==> src/rtl/clock_core_param.sv <==
// clock_core_param: prescaled HH:MM:SS clock with validated load, set pulses,
// run/hold, 12/24-hour BCD display digits and second/day strobes.
module clock_core_param #(
  parameter int unsigned CLK_DIV    = 50000000,
  parameter logic [16:0] RESET_TIME = 17'd0
) (
  input  logic        clk,
  input  logic        rst,
  input  logic        run,
  input  logic        load,
  input  logic [16:0] time_in,
  input  logic        inc_min,
  input  logic        inc_hr,
  input  logic        mode_12h,
  output logic [4:0]  hour_out,
  output logic [5:0]  min_out,
  output logic [5:0]  sec_out,
  output logic [3:0]  sec_1s,
  output logic [3:0]  sec_10s,
  output logic [3:0]  min_1s,
  output logic [3:0]  min_10s,
  output logic [3:0]  hr_1s,
  output logic [3:0]  hr_10s,
  output logic        pm,
  output logic        sec_tick,
  output logic        day_tick,
  output logic        load_err
);
  localparam int PW = $clog2(CLK_DIV);
  localparam logic [PW-1:0] LAST = PW'(CLK_DIV - 1);
  logic [PW-1:0] cnt_q, cnt_d;
  logic [4:0] hour_q, hour_d, h_nx, disp_hr;
  logic [5:0] min_q, min_d, sec_q, sec_d, m_nx, s_nx;
  logic sec_tick_q, sec_tick_d, day_tick_q, day_tick_d, load_err_q, load_err_d;
  logic tick, ld_ok, adv, wrap_s, wrap_m, wrap_h;
  assign wrap_s = sec_q == 6'd59;
  assign wrap_m = min_q == 6'd59;
  assign wrap_h = hour_q == 5'd23;
  assign s_nx = wrap_s ? 6'd0 : sec_q + 6'd1;
  assign m_nx = wrap_m ? 6'd0 : min_q + 6'd1;
  assign h_nx = wrap_h ? 5'd0 : hour_q + 5'd1;
  assign tick = run && cnt_q == LAST;
  assign ld_ok = time_in[16:12] <= 5'd23 && time_in[11:6] <= 6'd59 && time_in[5:0] <= 6'd59;
  // a tick only advances time when no load or set pulse claims the cycle
  assign adv = tick && !load && !inc_hr && !inc_min;
  always_comb begin
    cnt_d = (load && ld_ok) ? '0 : !run ? cnt_q : tick ? '0 : cnt_q + PW'(1);
    hour_d = hour_q;
    min_d = min_q;
    sec_d = sec_q;
    if (load) begin
      if (ld_ok) {hour_d, min_d, sec_d} = time_in;
    end else if (inc_hr || inc_min) begin
      if (inc_hr) hour_d = h_nx;
      if (inc_min) min_d = m_nx;
    end else if (tick) begin
      sec_d = s_nx;
      if (wrap_s) min_d = m_nx;
      if (wrap_s && wrap_m) hour_d = h_nx;
    end
    sec_tick_d = adv;
    day_tick_d = adv && wrap_s && wrap_m && wrap_h;
    load_err_d = load && !ld_ok;
  end
  always_ff @(posedge clk) begin
    if (rst) begin
      cnt_q <= '0;
      {hour_q, min_q, sec_q} <= RESET_TIME;
      sec_tick_q <= 1'b0;
      day_tick_q <= 1'b0;
      load_err_q <= 1'b0;
    end else begin
      cnt_q <= cnt_d;
      hour_q <= hour_d;
      min_q <= min_d;
      sec_q <= sec_d;
      sec_tick_q <= sec_tick_d;
      day_tick_q <= day_tick_d;
      load_err_q <= load_err_d;
    end
  end
  assign disp_hr = !mode_12h ? hour_q : (hour_q == 5'd0) ? 5'd12 : (hour_q > 5'd12) ? hour_q - 5'd12 : hour_q;
  assign hour_out = hour_q;
  assign min_out = min_q;
  assign sec_out = sec_q;
  assign sec_10s = 4'(sec_q / 6'd10);
  assign sec_1s = 4'(sec_q % 6'd10);
  assign min_10s = 4'(min_q / 6'd10);
  assign min_1s = 4'(min_q % 6'd10);
  assign hr_10s = 4'(disp_hr / 5'd10);
  assign hr_1s = 4'(disp_hr % 5'd10);
  assign pm = hour_q >= 5'd12;
  assign sec_tick = sec_tick_q;
  assign day_tick = day_tick_q;
  assign load_err = load_err_q;
endmodule
==> config.mk <==
export PLATFORM = sky130hd
export DESIGN_NAME = clock_core_param
export DESIGN_NICKNAME = d
export VERILOG_FILES = /design/src/rtl/clock_core_param.sv
export SDC_FILE = /design/constraint.sdc
export NUM_CORES = 1
export LEC_CHECK = 0
export ABC_AREA = 1
export CAP_MARGIN = 30
export CORE_UTILIZATION = 45
export DETAILED_ROUTE_END_ITERATION = 10
export PLACE_DENSITY_LB_ADDON = 0.05
export SLEW_MARGIN = 20
export SYNTH_ARGS = -nofsm -noshare
export SYNTH_HDL_FRONTEND = slang
export SYNTH_SLANG_ARGS = --single-unit
==> constraint.sdc <==
create_clock -name clk -period 3.25 [get_ports clk]
set_clock_uncertainty 0.2 [all_clocks]
set_input_delay 0.325 -clock clk [delete_from_list [all_inputs] [get_ports clk]]
set_output_delay 0.325 -clock clk [all_outputs]
set_load 0.01 [all_outputs]
Word level (Yosys, flattened, before mapping):

Index checks and enable logic that the tools add are counted.

* add/sub/neg operators: 5
* multipliers: 0
* div/mod/pow operators: 6
* magnitude comparators: 5
* equality and inequality tests: 8
* shift-type cells: 0
* multiplexer cells: 23
* bitwise gates (word level): 0
* reduce and logical (&&, ||, !) cells: 26

Operators with widths (number)
* 2-to-1 mux 6 bit: 12
* 2-to-1 mux 5 bit: 10
* adder 26 x 1 -> 26 bit, second input constant: 1
* == test 26 bit, second input constant: 1
* 2-to-1 mux 26 bit: 1
* adder 6 x 1 -> 6 bit, second input constant: 2
* divider 6 x 4 -> 6 bit, second input constant: 2
* == test 6 bit, second input constant: 2
* <= comparator 6 bit, second input constant: 2
* logical AND 1 bit: 12
* modulo 6 x 4 -> 6 bit, second input constant: 2
* nonzero test 3 bit: 3
* AND reduction 4 bit: 2
* inequality test 3 bit, second input constant: 2
* adder 5 x 1 -> 5 bit, second input constant: 1
* divider 5 x 4 -> 5 bit, second input constant: 1
* == test 5 bit, second input constant: 1
* greater-or-equal comparator 5 x 4 -> 1 bit, second input constant: 1
* greater-than comparator 5 x 4 -> 1 bit, second input constant: 1
* <= comparator 5 bit, second input constant: 1
* zero test 5 bit: 1
* modulo 5 x 4 -> 5 bit, second input constant: 1
* subtractor 5 x 4 -> 5 bit, second input constant: 1
* zero test 1 bit: 4
* 6 further kinds: 6

* register bits: 46
* latch bits: 0
* memory bits (writable): 0
* ROM bits: 0
* input port bits: 24
* output and inout bits: 45
* word-level logic and storage cells: 80
* memories: 0

Logic depth before layout (Yosys ltp):

Gate-level depths: netlist of the first run.

* depth after elaboration: 8
* gate-level depth with buffers: 17
* gate-level depth less buffers: 17

Worst setup path after synthesis of the first run:

OpenSTA, ideal clock, no wires.

* kind: register to output
* from: register hour_q[2], in the netlist hour_out[2]
* to: output hr_1s[1]
* data arrival time: 2186 ps
* required time: 2725 ps
* slack: 539 ps
* cell stages (with the launch flop): 16
* path buffers: 0
* cell sequence: dfxtp_1 ha_1 nand3_2 nand3_1 nand2_1 nand3_1 inv_1 ha_1 inv_1 nand4_1 nand3_1 nand2_1 nand3_1 nand3_2 nand2_1 nand2_1

* cells in the longest elaborated chain, start to end: 5
* elaborated cells between the ends (all ways): 7
* those cells by class: add/sub (1); div (1); order compare (1); mux (3); reduce/logical (1)

RTL lines
* start: declaration: RTL line 32 `logic [4:0] hour_q, hour_d, h_nx, disp_hr;`
* start signal: assignment: RTL line 74 `hour_q <= hour_d;`
* subtractor 5 x 4 -> 5 bit / greater-than comparator 5 x 4 -> 1 bit (equally long branches): RTL line 82 `assign disp_hr = !mode_12h ? hour_q : (hour_q == 5'd0) ? 5'd12 : (hour_q > 5'd12) ? hour_q - 5'd12 : hour_q;`
* 2-to-1 mux 5 bit (2 in a row): RTL line 82
* 2-to-1 mux 5 bit *: RTL line 82
* modulo 5 x 4 -> 5 bit *: RTL line 91 `assign hr_1s = 4'(disp_hr % 5'd10);`
* end: declaration: RTL line 22 `output logic [3:0] hr_1s,`

Mark *: on every way between the ends. The rest lies on a longest branch, timed or not.

Worst setup path in the final report of the first run:

* from: register hour_q[3], in the netlist hour_out[3]
* to: output hr_10s[0]

* cells in the longest elaborated chain, start to end: 5
* elaborated cells between the ends (all ways): 7
* those cells by class: add/sub (1); div (1); order compare (1); mux (3); reduce/logical (1)

RTL lines
* subtractor 5 x 4 -> 5 bit / greater-than comparator 5 x 4 -> 1 bit (equally long branches): RTL line 82
* 2-to-1 mux 5 bit (2 in a row): RTL line 82
* 2-to-1 mux 5 bit *: RTL line 82
* divider 5 x 4 -> 5 bit *: RTL line 90 `assign hr_10s = 4'(disp_hr / 5'd10);`
* end: declaration: RTL line 23 `output logic [3:0] hr_10s,`

Marks and branches as above.

==> results of run 1 <==
[critical path, delay by kind of cell, from the launching register on]
kind          cells  cell delay, ns
simple gates      8            0.93
flops             1            0.36
fa+ha+maj         2            0.49
buf+inv           4            0.44
[report_power, final]
part | internal, W | switching, W | leakage (nW)
clock network | 0.000227 | 0.000205 | 0.0579
registers | 0.000587 | 0.0000320 | 0.376
logic | 0.000311 | 0.000339 | 1.51
[metrics by stage]
step	utilization (%)	setup slack (ns)	hold WS [ns]	setup TNS, ns
after floorplan	-	0.539	0.197	0
after global placement	57.6	-0.000478	0.261	-0.000478
after detailed placement	57.6	-0.125	0.268	-0.344
after CTS	59.5	0.0763	0.281	0
after global routing	59.9	0.0165	0.307	0
final	59.9	0.182	0.286	0
[what timing repair did]
item                       CTS  global route
pin swaps                    2             3
hold buffers                 0             0
setup endpoints to repair    4             7
gates resized for setup     10            14
buffers inserted             2             3
[cells in the final DEF (no fill, tap or decap), types with 3 or more instances in the layout]
master	count
nand4_1	20
o21ai_1	4
nor3b_1	3
nor2_1	76
a22o_1	4
a21oi_1	16
nor3_2	3
clkbuf_2	3
buf_4	17
o21ai_0	23
nand2_2	8
xor2_1	19
nand2_1	130
nor3_1	9
clkbuf_8	5
nor2_2	4
dfxtp_1	43
inv_1	54
inv_2	18
nand3_1	34
ha_1	15
dfxtp_2	3
nor4_1	6
nand3_2	7
clkdlybuf4s50_1	59
o21a_1	4
conb_1	4
xnor2_1	5
[routing by layer]
| layer | share of wire (%) | up-vias | routed length, microns | global-route usage (%) |
|---|---|---|---|---|
| met4 | 1.1 | 0 | 97 | 6.35 |
| met2 | 47 | 85 | 4100 | 38.8 |
| met5 | 0 | - | 0 | 0 |
| li1 | - | 1887 | - | - |
| met3 | 4.8 | 7 | 411 | 4.06 |
| met1 | 47 | 1627 | 4040 | 29.2 |
[layout make-up]
type	instances	area (sq um)
Fill cell	693	2940
Multi-Input combinational cell	409	2200
Sequential cell	46	925
Timing Repair Buffer	81	756
Inverter	74	280
Tap cell	99	124
Clock buffer	5	68.8
Clock inverter	3	40.0
[cells in the mapped netlist, types with 2 or more instances]
cell type	n	area, sq um
xor2_1	19	166
ha_1	17	213
xnor2_1	5	43.8
nor3_1	9	45.0
o21a_1	4	30.0
nor3b_1	3	22.5
nor2_1	76	285
nand3_2	4	40.0
buf_4	8	60.1
nand4_1	20	125
nor4_1	6	37.5
a21oi_1	17	85.1
inv_1	56	210
nor3_2	3	30.0
clkbuf_1	3	11.3
inv_2	16	60.1
o21ai_2	2	17.5
o21ai_1	4	20.0
dfxtp_1	46	921
nand2_2	8	50.1
nand2_1	130	488
nand3_1	37	185
o21ai_0	23	115
a22o_1	4	35.0
nor2_2	4	25.0
[cells by family after synthesis]
| family | Yosys count |
|---|---|
| and+or+nand+nor | 305 |
| buffers and inverters | 88 |
| other | 1 |
| DFF | 46 |
| xor gates and xnor gates | 24 |
| adders and majority gates | 17 |
| AOI/OAI and AO/OA | 59 |
[state kept, by name, summed over array words and instances, names as in the netlist]
signal	count
sec_out	6
cnt_q	26
sec_tick	1
load_err	1
min_out	6
day_tick	1
hour_out	5
[how the worst min path moves through the flow]
stage / startpoint / end / slack [ns] / cells after the start
after CTS: cnt_q[20] / cnt_q[20] / 0.28 / 1
after global placement: cnt_q[20] / cnt_q[20] / 0.26 / 1
after detailed placement: cnt_q[20] / cnt_q[20] / 0.27 / 1
final: cnt_q[20] / cnt_q[20] / 0.29 / 1
after floorplan: rst / load_err / 0.20 / 1
after global routing: cnt_q[20] / cnt_q[20] / 0.31 / 1
==> results.json, run 1 <==
{
  "critPathLaunchType": "flop",
  "path_clk_slew_ns": 0.09,
  "synth_top_family_by_area": "simple AND/OR/NAND/NOR gates",
  "avgSynthCellArea_sq_um": 6.39,
  "crit_end": "hr_10s[0]",
  "timing.fmax_mhz": 326,
  "critPathLaunch": "hour_out[3]",
  "grt_usage_pct": 22.7,
  "die_h_microns": 89.5,
  "via_per_inst": 5.03,
  "dpl_cell_area_sq_um": 4220,
  "crit_fanout": 4,
  "hold_viol": 0,
  "finalCritPeriodShare_pct": 94.4,
  "rrSetupSlack_ns": 1.04,
  "synth-xor-area-share_pct": 6.10,
  "synth.distinct_cells": 41,
  "wire_per_inst_microns": 12.0,
  "num-nets-final": 658,
  "cts_tree": "built",
  "start_util_pct": 47.0,
  "htreeDepth": 2,
  "path_cells": "inv_1, ha_1, nand4_1, nand3_1, inv_1, ha_2, inv_1, nand4_1, nand3_1, nand2_2, nand2_2, nand2_2, nand3_2, clkdlybuf4s15_1",
  "crit_required_ns": 2.72,
  "gp_congestion": 0.912,
  "post-dp-hpwl_mm": 6.66,
  "crit_type": "reg2out",
  "muxShareOfSynthArea_pct": 0,
  "ys_ff_latch": 46,
  "rows": 31,
  "num_vias": 3606,
  "r2r-start": "cnt_q[0]",
  "ys_seq_area_share_pct": 26.7,
  "grt_remaining_overflow": 0,
  "fin_cells": 717,
  "die_area_sq_um": 8020,
  "drcViolationCount": 0,
  "first_global_vias": 3281,
  "status": "complete, no violations",
  "power_w": 0.00170,
  "period_minus_slack_ns": 3.07,
  "rsz0062_at_grt": "no",
  "hold_class": "reg2reg",
  "synth-simple-area-share_pct": 40.2,
  "io-pin-count": 69,
  "synth_edf_count": 0,
  "leakage_nw": 1.95,
  "antenna_found_initial": 0,
  "clockRootBuffer": "clkbuf_8",
  "drv_cap": 0,
  "core_region_area_sq_um": 7330,
  "yosys_warnings": 0,
  "crit_path_max_incr_delay_ns": 0.36,
  "arrival_ns": 2.54,
  "die_width_microns": 89.5,
  "place_inst": 704,
  "setup_viol": 0,
  "yosys.area_share.adder_pct": 6.17,
  "grt_max_degree": 19,
  "initialDrtViolationCount": 170,
  "peakVddDrop_v": 0.000204,
  "area_growth_pct": 27.4,
  "p_per_area_nw_per_um2": 387,
  "syn_inst": 540,
  "wl_mm": 8.64,
  "clockBufferDepth": 2,
  "worstMarginPinSlew_ns": 0.617,
  "drive_above_1_share_pct": 13.3,
  "drv_slew": 0,
  "reg2reg_to": "cnt_q[24]",
  "rr_worst_depth": 10,
  "crit_slowest_cell": "dfxtp_2",
  "final_area_sq_um": 4390,
  "portBuffers": 64,
  "synth-main-ff-cell": "dfxtp_1",
  "synth_compound_area_share_pct": 9.87,
  "cts.sinks": 46,
  "numCtsBuffers": 5,
  "grt_pass1_wl_mm": 14.3,
  "ant_nets": 0,
  "num_antenna_cells": 0,
  "slew_headroom_pct": 58.9,
  "cp-end-kind": "primary output",
  "worstSkewPairLatency_ns": 0.31,
  "firstDrtPassIters": 4,
  "synthesis.area_sq_um": 3450,
  "async_reset_ff_share_pct": 0
}
Note: power is estimated with default switching activity, not from simulation.
==> inputs of run 2 (changes only) <==
Clock period 3.25 ns to 2.7 ns, I/O delays scaled along.
==> run 2 against run 1 <==
Net effect: the run now ends with negative setup slack left; combinational power increased by 41%; clock power increased by 20%; clock-buffer cell count unchanged; via count increased by 3.3%; sequential power increased by 20%; critical path type unchanged.
==> results.json, run 2 (same netlist as run 1, synthesis figures left out) <==
{
  "status": "finished, violations left",
  "violations": "negative setup slack",
  "cts_tree": "built",
  "drv_slew": 0,
  "top_register": "cnt_q",
  "cts.sinks": 46,
  "htreeDepth": 2,
  "grt_max_degree": 19,
  "path_clk_slew_ns": 0.08,
  "gp_congestion": 0.898,
  "die_area_sq_um": 8020,
  "clockBufferDepth": 2,
  "critPathLaunch": "hour_out[2]",
  "ant_nets": 0,
  "leakage_nw": 2.12,
  "drcViolationCount": 0,
  "grt_usage_pct": 23.0,
  "via_per_inst": 5.01,
  "largest_reg_flops": 26,
  "grt_pass1_wl_mm": 14.6,
  "final_cell_mix": "nand2_1 (123), nor2_1 (74), clkdlybuf4s50_1 (51), inv_1 (49), buf_4 (40)",
  "worstSkewPairLatency_ns": 0.30,
  "crit_end": "hr_1s[2]",
  "register_area_sq_um": 936,
  "drv_cap": 0,
  "io-pin-count": 69,
  "place_ws_ns": -0.545,
  "crit_path_max_incr_delay_ns": 0.41,
  "path_common_cell": "nand2_1",
  "rrSetupSlack_ns": 0.51,
  "initialDrtViolationCount": 145,
  "portBuffers": 64,
  "whs_path_depth": 1,
  "multi_input_area_sq_um": 2350,
  "critPathLaunchType": "flop",
  "die_width_microns": 89.5,
  "highest_layer": "met4",
  "p_per_area_nw_per_um2": 457,
  "layout_commonest_cell": "nand2_1",
  "setup_viol": 4,
  "numCtsBuffers": 5,
  "path_cells": "inv_4, ha_4, nand4_1, nand3_2, inv_2, ha_4, inv_2, nand4_1, buf_6, nand3_4, nand2_4, inv_1, nand2_1, nand2_1, nand2_2, nand2_1, buf_2",
  "num-nets-final": 684,
  "crit_required_ns": 2.23,
  "drive_above_1_share_pct": 21.7,
  "grt_remaining_overflow": 0,
  "num_antenna_cells": 0,
  "setup_tns_ns": -0.704,
  "peakVddDrop_v": 0.000272,
  "period_minus_slack_ns": 2.94,
  "first_global_vias": 3370,
  "rr_worst_depth": 10,
  "start_util_pct": 47.0,
  "wl_mm": 9.20,
  "cp-end-kind": "primary output",
  "dr_wl_met3_microns": 325,
  "wl_met2_mm": 4.61,
  "arrival_ns": 2.47,
  "worst_slack_ns": -0.242,
  "core_region_area_sq_um": 7330,
  "hold_class": "reg2reg",
  "slew_headroom_pct": 61.7,
  "num_vias": 3725,
  "area_growth_pct": 38.2,
  "firstDrtPassIters": 4,
  "antenna_found_initial": 0,
  "clockRootBuffer": "clkbuf_8",
  "nFillCells": 642,
  "r2r-start": "cnt_q[0]",
  "rows": 31,
  "timing.fmax_mhz": 340,
  "crit_type": "reg2out",
  "worstMarginPinSlew_ns": 0.575,
  "hold_viol": 0,
  "post-dp-hpwl_mm": 6.90,
  "crit_slowest_cell": "dfxtp_4",
  "wire_per_inst_microns": 12.4,
  "ctsHoldBuffers": 0,
  "die_h_microns": 89.5,
  "crit_fanout": 5,
  "wl_met1_mm": 4.15,
  "rsz0062_at_grt": "yes",
  "min-delay-start": "cnt_q[20]",
  "reg2reg_to": "sec_out[1]",
  "finalCritPeriodShare_pct": 109
}
[run 2: cell count changes in the layout (fill, tap and decap cells not counted), sizes merged, moves of 2 or more]
cell / delta
clkinv: -2
dlymetal6s2s: +2
buf: +31
clkdlybuf4s50: -8
clkinvlp: +2
[run 2: worst max-delay path, delay by kind of cell, from the launching register on]
kind,cells,cell delay (ns)
buffers and inverters,6,0.55
DFF,1,0.41
and+or+nand+nor,9,0.82
adders and majority gates,2,0.42
[run 2: final cells by class]
| type | instances | area share (%) |
|---|---|---|
| flip-flops and latches | 46 | 19.6 |
| multi-input cells | 409 | 49.3 |
| well taps | 99 | 2.60 |
| clock buffers | 5 | 1.44 |
| repair buffers | 107 | 20.1 |
| inverters | 74 | 5.93 |
| clock inverters | 3 | 0.945 |
[run 2: metrics by stage]
stage                     util (%)  hold slack (ns)  area, sq um  power, W  instances
after detailed placement      59.9            0.262         4390   0.00158        727
after CTS                     63.9            0.276         4680   0.00214        744
final                         65.0            0.276         4770   0.00218        743
after global placement        59.9            0.263         4390   0.00156        727
after global routing          65.0            0.304         4770   0.00232        743
after floorplan                  -            0.142         3460   0.00120        543
[run 2: per-layer routing]
layer  vias up  track usage [%]
met2        87             41.0
met1      1690             28.3
met5         -                0
met3        14             3.97
li1       1934                -
met4         0             6.49
[run 2: worst min-delay path by stage]
stage                            to
after floorplan            load_err
after global placement    cnt_q[20]
after detailed placement  cnt_q[20]
after CTS                 cnt_q[20]
after global routing      cnt_q[20]
final                     cnt_q[20]
[run 2: timing repair]
action / 4_1_cts / 5_1_grt
buffers inserted: 12 / 2
gates resized for setup: 67 / 28
endpoints found under the setup margin: 13 / 13
pin swaps: 19 / 7
cloned: 0 / 0
endpoints found under the hold margin: 0 / 0
[run 2: where the power goes]
group	switching [W]	internal [W]
sequential	0.0000361	0.000708
combinational	0.000483	0.000435
clock	0.000241	0.000276
==> inputs of run 3 (changes only) <==
Settings changed: CORE_UTILIZATION 45 to 47.
==> run 3 against run 2 <==
Net effect: the flow still finishes with violations (negative setup slack); combinational power fell by 4.1%; worst hold slack gained 0.0021 ns; wire length fell by 3.4%; design area down 1.8%; critical path type unchanged; highest routed layer unchanged.
==> results.json, run 3 (same netlist as run 1, synthesis figures left out) <==
{
  "top_register": "cnt_q",
  "place_ws_ns": -0.527,
  "status": "finished, violations left",
  "critPathLaunch": "hour_out[2]",
  "io-pin-count": 69,
  "num_antenna_cells": 0,
  "cp_top_family": "simple AND/OR/NAND/NOR gates",
  "grt_usage_pct": 24.7,
  "portBuffers": 64,
  "numCtsBuffers": 5,
  "initialDrtViolationCount": 196,
  "critPathBufInv": 5,
  "path_clk_slew_ns": 0.09,
  "path_common_cell": "nand3_4",
  "path_cells": "inv_4, ha_4, nand4_1, nand3_2, inv_2, ha_4, inv_2, nand4_1, buf_4, nand3_4, nand2_4, nand3_4, nand3_4, nand2_1, nand2_1, buf_2",
  "drive_above_1_share_pct": 21.5,
  "gp_congestion": 0.911,
  "finalCritPeriodShare_pct": 106,
  "cts.sinks": 46,
  "worstMarginPinSlew_ns": 0.581,
  "ctsHoldBuffers": 0,
  "wl_mm": 8.89,
  "post-dp-hpwl_mm": 6.79,
  "min-delay-start": "cnt_q[20]",
  "drv_slew": 0,
  "die_area_sq_um": 7680,
  "core_region_area_sq_um": 6940,
  "nFillCells": 640,
  "die_width_microns": 87.7,
  "first_global_vias": 3515,
  "grt_remaining_overflow": 0,
  "dpl_cell_area_sq_um": 4400,
  "cp-end-kind": "primary output",
  "clockBufferDepth": 2,
  "firstDrtPassIters": 4,
  "register_area_sq_um": 936,
  "slew_headroom_pct": 61.3,
  "crit_type": "reg2out",
  "num_vias": 3697,
  "via_per_inst": 5.00,
  "critPathLaunchType": "flop",
  "arrival_ns": 2.39,
  "leakage_nw": 2.09,
  "rows": 30,
  "multi_input_area_sq_um": 2310,
  "hold_viol": 0,
  "p_per_area_nw_per_um2": 455,
  "power_w": 0.00213,
  "final_area_sq_um": 4680,
  "peakVddDrop_v": 0.000224,
  "wire_per_inst_microns": 12.0,
  "period_minus_slack_ns": 2.86,
  "violations": "negative setup slack",
  "worstSkewPairLatency_ns": 0.30,
  "area_growth_pct": 35.8,
  "drcViolationCount": 0,
  "crit_required_ns": 2.23,
  "crit_fanout": 5,
  "setup_viol": 4,
  "rsz0062_at_grt": "yes",
  "num-nets-final": 683,
  "antenna_found_initial": 0,
  "largest_reg_flops": 26,
  "grt_max_degree": 19,
  "final_cell_mix": "nand2_1 (125), nor2_1 (74), clkdlybuf4s50_1 (51), inv_1 (50), buf_4 (41)",
  "cts_tree": "built",
  "post-route-util_pct": 67.4,
  "worst_slack_ns": -0.161,
  "layout_commonest_cell": "nand2_1",
  "crit_path_max_incr_delay_ns": 0.41,
  "r2r-start": "cnt_q[0]",
  "grt_pass1_wl_mm": 15.2,
  "start_util_pct": 49.7,
  "drv_cap": 0,
  "clockRootBuffer": "clkbuf_8",
  "ant_nets": 0,
  "timing.fmax_mhz": 350,
  "hold_class": "reg2reg",
  "die_h_microns": 87.7,
  "crit_slowest_cell": "dfxtp_4",
  "htreeDepth": 2,
  "hold_slack_ns": 0.278
}
run 3: worst reg2reg max path, stage by stage (launching register included):
cell and delay [ns]:
dfxtp_1 0.39, ha_1 0.19, nand2_1 0.07, nor2_1 0.17, nand3_1 0.16, nor4_1 0.31, nand3_1 0.13, nand2_1 0.18
inv_1 0.13, nor2_1 0.12, nor2_1 0.06
run 3: report_power, final:
part,switching (W),leakage [nW],internal (W)
clock,0.000231,0.0579,0.000273
combinational,0.000461,1.66,0.000419
sequential,0.0000376,0.378,0.000707
run 3: path summary, 6_finish.rpt:
| kind | endpoint | cells past startpoint | slack (ns) |
|---|---|---|---|
| max | hr_1s[1] | 16 | -0.16 |
| min | cnt_q[20] | 1 | 0.28 |
| max reg2reg | sec_out[5] | 10 | 0.50 |
| min reg2reg | cnt_q[20] | 1 | 0.28 |
run 3: area by class of cell:
type	instances	share of cell area, %
Multi-Input combinational cell	409	49.4
Sequential cell	46	20.0
Timing Repair Buffer	106	19.7
Inverter	74	6.04
Tap cell	96	2.56
Clock buffer	5	1.47
Clock inverter	3	0.855
run 3: metal layers:
metal | share of wire (%) | wire (microns) | track usage (%)
met4 | 1.3 | 113 | 6.56
met2 | 48 | 4270 | 43.3
met1 | 47 | 4140 | 31.7
met5 | 0 | 0 | 0
met3 | 4.2 | 373 | 3.58
run 3: timing repair:
action / CTS / global route
buffers inserted: 4 / 2
setup endpoints to repair: 13 / 12
pin swaps: 15 / 2
gates resized for setup: 64 / 25
cloned: 0 / 0
run 3: through the flow:
stage               std cells  TNS (ns)
global route              739     -1.04
finish                    739    -0.451
detailed placement        725     -2.05
global placement          725     -1.59
floorplan                 543         0
CTS                       737    -0.347
